## src/rtl/multdiv_ctrl_pkg.sv

```systemverilog
// Shared definitions for the multdiv controller: FSM encoding, decode constants, exception codes.
package multdiv_ctrl_pkg;

    typedef enum logic [1:0] {
        StIdle  = 2'd0,
        StStart = 2'd1,
        StBusy  = 2'd2,
        StWb    = 2'd3
    } state_e;

    localparam logic [4:0]  OpcodeRtype = 5'b00000;
    localparam logic [4:0]  AluopMul    = 5'b00110;
    localparam logic [4:0]  AluopDiv    = 5'b00111;
    localparam logic [4:0]  RstatusReg  = 5'd30;
    localparam logic [31:0] ExcCodeMul  = 32'd4;
    localparam logic [31:0] ExcCodeDiv  = 32'd5;

    function automatic logic [31:0] exc_code(input logic is_div);
        return is_div ? ExcCodeDiv : ExcCodeMul;
    endfunction

endpackage

```

## src/rtl/multdiv_ctrl_if.sv

```systemverilog
// Execute-stage, multdiv-unit and writeback signals of the multdiv controller.
interface multdiv_ctrl_if;
    logic        in_valid;
    logic [4:0]  opcode;
    logic [4:0]  aluop;
    logic [4:0]  rd;
    logic [31:0] operand_a;
    logic [31:0] operand_b;
    logic        flush;
    logic        md_ctrl_mult;
    logic        md_ctrl_div;
    logic [31:0] md_operand_a;
    logic [31:0] md_operand_b;
    logic        md_result_rdy;
    logic        md_exception;
    logic [31:0] md_result;
    logic        stall;
    logic        wb_valid;
    logic [4:0]  wb_reg;
    logic [31:0] wb_data;
    logic        wb_ack;

    modport master (
        input  in_valid, opcode, aluop, rd, operand_a, operand_b, flush,
               md_result_rdy, md_exception, md_result, wb_ack,
        output md_ctrl_mult, md_ctrl_div, md_operand_a, md_operand_b,
               stall, wb_valid, wb_reg, wb_data
    );

    modport slave (
        output in_valid, opcode, aluop, rd, operand_a, operand_b, flush,
               md_result_rdy, md_exception, md_result, wb_ack,
        input  md_ctrl_mult, md_ctrl_div, md_operand_a, md_operand_b,
               stall, wb_valid, wb_reg, wb_data
    );
endinterface

```

## src/rtl/multdiv_decode.sv

```systemverilog
// Combinational detection of R-type mul/div instructions.
module multdiv_decode
    import multdiv_ctrl_pkg::*;
(
    input  logic [4:0] opcode,
    input  logic [4:0] aluop,
    output logic       is_mul,
    output logic       is_div
);
    always_comb begin
        is_mul = (opcode == OpcodeRtype) && (aluop == AluopMul);
        is_div = (opcode == OpcodeRtype) && (aluop == AluopDiv);
    end
endmodule

```

## src/rtl/multdiv_ctrl.sv

```systemverilog
// Sequencer between the execute stage, the iterative multdiv unit and register writeback.
// Optional BUSY watchdog enabled by defining MULTDIV_TIMEOUT_EN.
module multdiv_ctrl
    import multdiv_ctrl_pkg::*;
#(
    parameter int unsigned TIMEOUT_CYCLES = 40
) (
    input logic           clock,
    input logic           reset,
    multdiv_ctrl_if.master bus
);
    state_e      state_q, state_d;
    logic        div_q, div_d;
    logic [4:0]  rd_q, rd_d;
    logic [31:0] opa_q, opa_d;
    logic [31:0] opb_q, opb_d;
    logic [31:0] res_q, res_d;
    logic        exc_q, exc_d;
    logic        is_mul, is_div, accept, wb_skip;

`ifdef MULTDIV_TIMEOUT_EN
    localparam int unsigned CntW = $clog2(TIMEOUT_CYCLES + 1);
    logic [CntW-1:0] cnt_q, cnt_d;
`endif

    multdiv_decode u_decode (
        .opcode (bus.opcode),
        .aluop  (bus.aluop),
        .is_mul (is_mul),
        .is_div (is_div)
    );

    always_comb begin
        accept  = bus.in_valid && (is_mul || is_div) && (state_q == StIdle) && !bus.flush;
        // rd==0 results are architecturally discarded; only exceptions still write back.
        wb_skip = !exc_q && (rd_q == 5'd0);
    end

    always_comb begin
        state_d = state_q;
        div_d   = div_q;
        rd_d    = rd_q;
        opa_d   = opa_q;
        opb_d   = opb_q;
        res_d   = res_q;
        exc_d   = exc_q;
`ifdef MULTDIV_TIMEOUT_EN
        cnt_d   = (state_q == StBusy) ? cnt_q + 1'b1 : '0;
`endif
        unique case (state_q)
            StIdle: begin
                if (accept) begin
                    state_d = StStart;
                    div_d   = is_div;
                    rd_d    = bus.rd;
                    opa_d   = bus.operand_a;
                    opb_d   = bus.operand_b;
                    res_d   = '0;
                    exc_d   = 1'b0;
                end
            end
            StStart: state_d = bus.flush ? StIdle : StBusy;
            StBusy: begin
                if (bus.flush) begin
                    state_d = StIdle;
                end else if (bus.md_result_rdy) begin
                    state_d = StWb;
                    res_d   = bus.md_result;
                    exc_d   = bus.md_exception;
                end
`ifdef MULTDIV_TIMEOUT_EN
                else if (cnt_q == CntW'(TIMEOUT_CYCLES - 1)) begin
                    state_d = StWb;
                    res_d   = '0;
                    exc_d   = 1'b1;
                end
`endif
            end
            StWb: begin
                if (wb_skip || bus.wb_ack) state_d = StIdle;
            end
            default: state_d = StIdle;
        endcase
    end

    always_ff @(posedge clock) begin
        if (!reset) begin
            state_q <= StIdle;
            div_q   <= 1'b0;
            rd_q    <= '0;
            opa_q   <= '0;
            opb_q   <= '0;
            res_q   <= '0;
            exc_q   <= 1'b0;
`ifdef MULTDIV_TIMEOUT_EN
            cnt_q   <= '0;
`endif
        end else begin
            state_q <= state_d;
            div_q   <= div_d;
            rd_q    <= rd_d;
            opa_q   <= opa_d;
            opb_q   <= opb_d;
            res_q   <= res_d;
            exc_q   <= exc_d;
`ifdef MULTDIV_TIMEOUT_EN
            cnt_q   <= cnt_d;
`endif
        end
    end

    always_comb begin
        // A flush landing in START kills the pulse before the unit sees it.
        bus.md_ctrl_mult = (state_q == StStart) && !div_q && !bus.flush;
        bus.md_ctrl_div  = (state_q == StStart) && div_q && !bus.flush;
        bus.md_operand_a = opa_q;
        bus.md_operand_b = opb_q;
        bus.stall        = accept || (state_q != StIdle);
        bus.wb_valid     = (state_q == StWb) && !wb_skip;
        bus.wb_reg       = '0;
        bus.wb_data      = '0;
        if (state_q == StWb) begin
            bus.wb_reg  = exc_q ? RstatusReg : rd_q;
            bus.wb_data = exc_q ? exc_code(div_q) : res_q;
        end
    end
endmodule

```

## src/flat_wrapper.sv

```systemverilog
// flat-port wrapper written by rule: the top's interface ports become plain ports
module multdiv_ctrl_flat import multdiv_ctrl_pkg::*;
#(
    parameter int unsigned TIMEOUT_CYCLES = 40
)
  (clock, reset, bus_in_valid, bus_opcode, bus_aluop, bus_rd, bus_operand_a, bus_operand_b, bus_flush, bus_md_result_rdy, bus_md_exception, bus_md_result, bus_wb_ack, bus_md_ctrl_mult, bus_md_ctrl_div, bus_md_operand_a, bus_md_operand_b, bus_stall, bus_wb_valid, bus_wb_reg, bus_wb_data);
  multdiv_ctrl_if bus_i ();
  input logic clock;
  input logic reset;
  input wire logic [$bits(bus_i.in_valid)-1:0] bus_in_valid;
  input wire logic [$bits(bus_i.opcode)-1:0] bus_opcode;
  input wire logic [$bits(bus_i.aluop)-1:0] bus_aluop;
  input wire logic [$bits(bus_i.rd)-1:0] bus_rd;
  input wire logic [$bits(bus_i.operand_a)-1:0] bus_operand_a;
  input wire logic [$bits(bus_i.operand_b)-1:0] bus_operand_b;
  input wire logic [$bits(bus_i.flush)-1:0] bus_flush;
  input wire logic [$bits(bus_i.md_result_rdy)-1:0] bus_md_result_rdy;
  input wire logic [$bits(bus_i.md_exception)-1:0] bus_md_exception;
  input wire logic [$bits(bus_i.md_result)-1:0] bus_md_result;
  input wire logic [$bits(bus_i.wb_ack)-1:0] bus_wb_ack;
  output wire logic [$bits(bus_i.md_ctrl_mult)-1:0] bus_md_ctrl_mult;
  output wire logic [$bits(bus_i.md_ctrl_div)-1:0] bus_md_ctrl_div;
  output wire logic [$bits(bus_i.md_operand_a)-1:0] bus_md_operand_a;
  output wire logic [$bits(bus_i.md_operand_b)-1:0] bus_md_operand_b;
  output wire logic [$bits(bus_i.stall)-1:0] bus_stall;
  output wire logic [$bits(bus_i.wb_valid)-1:0] bus_wb_valid;
  output wire logic [$bits(bus_i.wb_reg)-1:0] bus_wb_reg;
  output wire logic [$bits(bus_i.wb_data)-1:0] bus_wb_data;
  assign bus_i.in_valid = bus_in_valid;
  assign bus_i.opcode = bus_opcode;
  assign bus_i.aluop = bus_aluop;
  assign bus_i.rd = bus_rd;
  assign bus_i.operand_a = bus_operand_a;
  assign bus_i.operand_b = bus_operand_b;
  assign bus_i.flush = bus_flush;
  assign bus_i.md_result_rdy = bus_md_result_rdy;
  assign bus_i.md_exception = bus_md_exception;
  assign bus_i.md_result = bus_md_result;
  assign bus_i.wb_ack = bus_wb_ack;
  assign bus_md_ctrl_mult = bus_i.md_ctrl_mult;
  assign bus_md_ctrl_div = bus_i.md_ctrl_div;
  assign bus_md_operand_a = bus_i.md_operand_a;
  assign bus_md_operand_b = bus_i.md_operand_b;
  assign bus_stall = bus_i.stall;
  assign bus_wb_valid = bus_i.wb_valid;
  assign bus_wb_reg = bus_i.wb_reg;
  assign bus_wb_data = bus_i.wb_data;
  multdiv_ctrl #(.TIMEOUT_CYCLES(TIMEOUT_CYCLES)) u_core (.clock(clock), .reset(reset), .bus(bus_i));
endmodule
```

## config.mk

```make
export PLATFORM = sky130hd
export DESIGN_NAME = multdiv_ctrl_flat
export DESIGN_NICKNAME = d
export VERILOG_FILES = /design/src/rtl/multdiv_ctrl_pkg.sv /design/src/rtl/multdiv_ctrl_if.sv /design/src/rtl/multdiv_decode.sv /design/src/rtl/multdiv_ctrl.sv /design/src/flat_wrapper.sv
export SDC_FILE = /design/constraint.sdc
export NUM_CORES = 1
export LEC_CHECK = 0
export BUFFER_PORTS_ARGS = -buffer_cell sky130_fd_sc_hd__clkbuf_2
export CORE_MARGIN = 4
export CORE_UTILIZATION = 40
export DETAILED_ROUTE_END_ITERATION = 8
export PLACE_DENSITY = 0.76
export SYNTH_ARGS = -nofsm -noshare
export SYNTH_HDL_FRONTEND = slang
export SYNTH_SLANG_ARGS = --single-unit
```

## constraint.sdc

```tcl
create_clock -name clock -period 1.75 [get_ports clock]
set_clock_uncertainty 0.2 [all_clocks]
set_input_delay 0.0875 -clock clock [delete_from_list [all_inputs] [get_ports clock]]
set_output_delay 0.0875 -clock clock [all_outputs]
set_load 0.05 [all_outputs]
```

# Word-level counts from Yosys, hierarchy flattened
# Cells that the tools add are included.
# totals
ff_bits	105
latch_bits	0
ram_bits	0
romBits	0
in_bits	118
out_inout_bits	105
elab_cells	62
mem_count	0
# classes
addsub	0
mul	0
div_mod_pow	0
magnitude_cmp	0
n_eq_ne	10
n_shift	0
n_mux	19
n_bitwise	0
n_reduce_logical	26
# op_table
cell	count
two-way mux 32 bit	5
case mux 32 bit (2 select lines)	1
logical AND 1 bit	11
== test 5 x 3 -> 1 bit, second input constant	2
zero test 5 bit	2
two-way mux 2 bit	5
two-way mux 5 bit	2
case mux 2 bit (4 select lines)	1
== test 2 bit, second input constant	2
zero test 1 bit	4
two-way mux 1 bit	4
!= test 2 x 1 -> 1 bit, second input constant	2
!= test 2 bit, second input constant	2
AND reduction 4 bit	1
nonzero test 2 bit	2
logical OR 1 bit	3
!= test 3 bit, second input constant	1
AND reduction 3 bit	1
== test 2 x 1 -> 1 bit, second input constant	1
zero test 2 bit	1
case mux 1 bit (2 select lines)	1
AND reduction 2 bit	1

# Logic depth before layout (Yosys ltp)
# logic_depth
word_depth	8
depth_mapped	7
mapped_depth_nobuf	4

# By module
# Synthesis repeated with hierarchy kept, for this count alone.
# unflattened
hier_cells	541
hier_area_um2	4473.0
# by_module_without_submodules
module	instances	cells_per_inst	area_per_inst_um2	seq_area_each_um2
multdiv_ctrl	1	536	4438.0	2102.0
multdiv_decode	1	5	35.0	0.0

# Worst setup path before layout
# Ideal clock, no wire load.
# synth_timing
path_type	register to output
from	reg u_core.state_q[0]
to	out bus_md_ctrl_mult
arrival_ps	1785
required_ps	1462
path_slack_ps	-323
path_stages_with_launch	3
path_buffers	0
path_cell_list	dfxtp_1 -> nor2b_1 -> nor3b_1
# synth_via
elab_chain_len	3
# synth_rtl
element	line	text
from (decl)	multdiv_ctrl.sv:12	state_e state_q, state_d;
from (signal assigned)	multdiv_ctrl.sv:88	state_q <= StIdle;
from (signal assigned)	multdiv_ctrl.sv:99	state_q <= state_d;
== test 2 x 1 -> 1 bit	multdiv_ctrl.sv:114	bus.md_ctrl_mult = (state_q == StStart) && !div_q && !bus.flush;
logical AND 1 bit (2 in a row)	multdiv_ctrl.sv:114	
to (decl)	flat_wrapper.sv:21	output wire logic [$bits(bus_i.md_ctrl_mult)-1:0] bus_md_ctrl_mult;
# No other way between the ends.

# Worst setup path in the final report
# layout_timing
from	reg u_core.state_q[0]
to	out bus_wb_data[17]
# layout_via
elab_chain_len	2
# layout_rtl
element	line	text
== test 2 bit	multdiv_ctrl.sv:122	if (state_q == StWb) begin
two-way mux 32 bit	multdiv_ctrl.sv:122	
to (decl)	flat_wrapper.sv:28	output wire logic [$bits(bus_i.wb_data)-1:0] bus_wb_data;
# No other way between the ends.

==> run summary <==
## Status
- status: complete, but fails checks
- violations in the final reports: setup timing

## Critical path
- reg-to-reg endpoint: u_core.res_q[14]
- start-to-end type of the worst setup path: reg -> out
- reg2reg start: u_core.state_q[1]
- number of cell instances on the worst register-to-register path: 5
- ordered list of cells on the worst path: nand2_4, nor2_4, buf_4, and2_1, clkbuf_8
- critical path endpoint category: output pin
- Worst Setup SP: u_core.state_q[0]
- total buffers and inverters traversed by the critical path: 2
- largest fanout on the critical path: 5
- category of cells accounting for the largest share of critical-path delay: flip-flops
- cell type of the slowest stage on the worst timing path: sky130_fd_sc_hd__dfxtp_4
- Data arrival, critical path: 1520 ps
- required time of the critical path: 1460 ps
- kind of launch point of the worst setup path: flip-flop
- flop2flop setup slack: 20 ps
- delay contributed by the slowest stage of the critical path: 400 ps

## Flow run
- max-capacitance violation count: 0

## Logic synthesis
- post-synthesis share of cell area spent on xor and xnor gates: 0
- post-synthesis sequential area ratio: 0.5222
- number of distinct library cell variants in the gate-level netlist after synthesis: 28
- total of flip-flops plus latches after synthesis: 105
- synthesized-area fraction occupied by ao, oa, aoi and oai cells: 0.1759
- Synth Area in Adders: 0
- mean instance size in the synthesized netlist: 8.788 um2
- count of synthesis-stage warnings from yosys: 0
- simple logic cell fraction of the synthesized area: 0.2505
- number of nets in the synthesized netlist: 576
- fraction of synthesized area in multiplexers: 0.002487
- synthesized instance count: 458
- main combinational cell family by area after synthesis: simple AND/OR/NAND/NOR gates
- Post-Synthesis Cell Area: 0.004025 mm2

## Placed design
- number of cells in the design after placement: 786
- final weighted congestion in routability-driven placement: 0.7397
- number of input and output port buffers inserted: 222
- post-detailed-placement half-perimeter wirelength: 8541 um

## STA
- Fmax: 0.5524 GHz
- minimum clock period after layout: 1810 ps
- measured slew at the worst slew-check pin: 378.1 ps
- setup violation total in the final timing report: 21
- unrepaired setup endpoints after global routing: yes
- portion of the clock cycle consumed by the worst path in the final layout: 1.034
- max-slew violation count: 0
- relative slew slack: 0.7479
- Hold Fails Final Rpt: 0
- Worst Slack Setup Final: -60.15 ps

## Die
- standard-cell row count: 36
- Ports: 223
- core region area: 0.009774 mm2
- floorplan die area: 0.01173 mm2
- floorplan die height: 108.3 um
- Initial Utilization: 0.4118
- width of the die: 108.3 um

## Clocking
- Root Buffer Master: sky130_fd_sc_hd__clkbuf_8
- clock-pin slew of the registers on the worst-case setup and hold paths: 90 ps
- number of buffers added by the clock tree synthesis step: 9
- H-tree Lvls: 3
- clock tree from TritonCTS: done
- number of buffers on the longest clock path: 2
- clock insertion delay at the later pin of the skew report: 350 ps
- CTS Sinks: 105

## Route
- remaining design rule violation count: 0
- total routed wirelength: 15,950 um
- routed len/inst: 17.33 um
- metal1 wirelength: 5797 um
- length of routed met2 wiring: 8238 um
- starting DRC count in detailed routing: 269
- via density per instance: 5.088
- count of vias placed by the detailed router: 4,681
- wire length on met3: 1424 um
- count of TritonRoute iterations in the first routing pass: 5
- DRT antenna net count: 0
- highest metal layer with signal wires: met4

## Cells and area
- layout cell share with drive strength beyond 1: 0.3975
- count of filler cells inserted in the layout: 632
- top library cells by usage in the layout, fill and taps aside: 186 x sky130_fd_sc_hd__clkbuf_2, 103 x sky130_fd_sc_hd__dlygate4sd3_1, 102 x sky130_fd_sc_hd__dfxtp_1
- layout overhead on the synthesized area: 81.57%
- final cell count without fillers: 920
- Post-layout nets: 898
- commonest non-fill, non-tap cell in the layout: sky130_fd_sc_hd__clkbuf_2

## Pwr
- fraction of power spent switching nets: 0.2505
- sequential share of power: 0.557
- Int Power: 0.003212 W
- Psw: 0.001074 W
- power share of the combinational group: 0.109
- power density over the cells: 586.4 mW/mm2
- Peak supply drop: 0.0004655 V
- overall power after layout: 0.004286 W
- relative contribution of the clock network to total power: 0.334
- leak pwr: 3.317 nW

## Global routing
- vias in the first global route: 4,759
- total global-route track usage: 0.2517
- maximum number of pins on one net before global-route repair: 97
- global route overflow: 0
- first-pass GRT wire length: 23,450 um
- antenna violations before repair: 1

## Worst hold path
- Worst Hold Endpoint: u_core.state_q[1]
- path class of the lowest-slack min-delay path: in -> reg
- startpoint of the lowest-slack hold path: bus_wb_ack
- hold path depth: 4

per-layer routing:
layer | GRT usage | up-vias
li1 | - | 2232
met1 | 0.2735 | 2156
met2 | 0.4636 | 251
met3 | 0.07045 | 42
met4 | 0.09288 | 0
met5 | 0 | -
logic make-up (layout without fill, tap and decap cells):
kind of cell | count (synthesis) | in the layout
buffers and inverters | 42 | 368
DFF | 105 | 105
muxes | 1 | 1
and+or+nand+nor | 199 | 199
AOI/OAI and AO/OA | 111 | 112
other | 0 | 2
what timing repair did:
item                                   in CTS  in global routing
gates resized for setup                   109                 30
hold buffers                              103                  0
endpoints found under the hold margin     103                  0
pin swaps                                  17                  7
buffers inserted                            5                  2
gates cloned                                4                  2
setup endpoints to repair                  40                 64
power by group through the flow:
stage	logic (W)	registers (W)	clock network [W]
finish	0.000467	0.00239	0.00143
global route	0.000501	0.00239	0.00157
CTS	0.000441	0.00239	0.00147
detailed placement	0.000258	0.00244	0
global placement	0.000254	0.00244	0
floorplan	0.000106	0.00245	0
worst max path at each step:
stage                                   to  cells after the start
2_1_floorplan                    bus_stall                      6
3_5_place_dp    u_core.bus.md_operand_b[1]                      6
4_1_cts                    bus_wb_data[22]                      5
5_1_grt                    bus_wb_data[17]                      5
3_3_place_gp   u_core.bus.md_operand_a[26]                      6
6_report                   bus_wb_data[17]                      5
cell usage after synthesis:
master	number	area, um2
sky130_fd_sc_hd__o21ai_1	45	225.2
sky130_fd_sc_hd__o21ai_0	26	130.1
sky130_fd_sc_hd__nor3b_1	1	7.510
sky130_fd_sc_hd__a22o_4	1	17.52
sky130_fd_sc_hd__a22o_1	33	289.0
sky130_fd_sc_hd__a21oi_1	2	10.01
sky130_fd_sc_hd__mux2i_1	1	10.01
sky130_fd_sc_hd__nand2b_1	2	12.51
sky130_fd_sc_hd__nor3_2	1	10.01
sky130_fd_sc_hd__o221a_2	1	11.26
sky130_fd_sc_hd__nand4_4	1	21.27
sky130_fd_sc_hd__nor2_2	1	6.260
sky130_fd_sc_hd__a21o_1	2	15.01
sky130_fd_sc_hd__clkbuf_1	20	75.07
sky130_fd_sc_hd__buf_2	13	65.06
sky130_fd_sc_hd__nor4b_4	2	47.55
sky130_fd_sc_hd__and2_1	32	200.2
sky130_fd_sc_hd__a21bo_2	1	10.01
sky130_fd_sc_hd__dfxtp_1	105	2102
sky130_fd_sc_hd__nor4_1	1	6.260
sky130_fd_sc_hd__buf_6	3	33.78
sky130_fd_sc_hd__nor2b_1	1	6.260
sky130_fd_sc_hd__nand2_1	73	274.0
sky130_fd_sc_hd__buf_1	6	22.52
sky130_fd_sc_hd__nand3_1	70	350.3
sky130_fd_sc_hd__nor3b_2	1	12.51
sky130_fd_sc_hd__and3b_1	1	8.760
sky130_fd_sc_hd__nor2_1	12	45.04
tightest hold or removal path: stages:
cell and delay [ps]:
sky130_fd_sc_hd__clkbuf_2 80, sky130_fd_sc_hd__nand2b_1 80, sky130_fd_sc_hd__a21oi_1 60, sky130_fd_sc_hd__o221a_2 250
registers in the layout, indices dropped and copies added, names as in the netlist:
register,flops
u_core.bus.md_operand_b,32
u_core.res_q,32
u_core.bus.md_operand_a,32
u_core.state_q,2
u_core.exc_q,1
u_core.div_q,1
u_core.rd_q,5
stage by stage:
stage / setup WS, ps / instance area, um2 / TNS (ps) / util / hold WS, ps
final: -60.15 / 7308 / -456.3 / 0.7477 / 47.64
after floorplan: 7.220 / 4030 / 0 / - / 20.08
after global routing: -114.7 / 7306 / -2234 / 0.7474 / 55.03
after global placement: 80.55 / 5343 / 0 / 0.5466 / 107.1
after CTS: -35.68 / 7189 / -610.5 / 0.7355 / 5.813
after detailed placement: 37.22 / 5343 / 0 / 0.5466 / 110.2
layout make-up:
| class | instances | area (um2) | share of cell area |
|---|---|---|---|
| antenna | 2 | 5.005 | 0.0006848 |
| clock buffer | 9 | 123.9 | 0.01695 |
| clock inverter | 7 | 60.06 | 0.008218 |
| multi-input combinational | 312 | 1867 | 0.2554 |
| sequential | 105 | 2111 | 0.2888 |
| tap | 133 | 166.4 | 0.02277 |
| timing repair buffer | 352 | 2975 | 0.4071 |
Note: power is estimated with default switching activity, not from simulation.
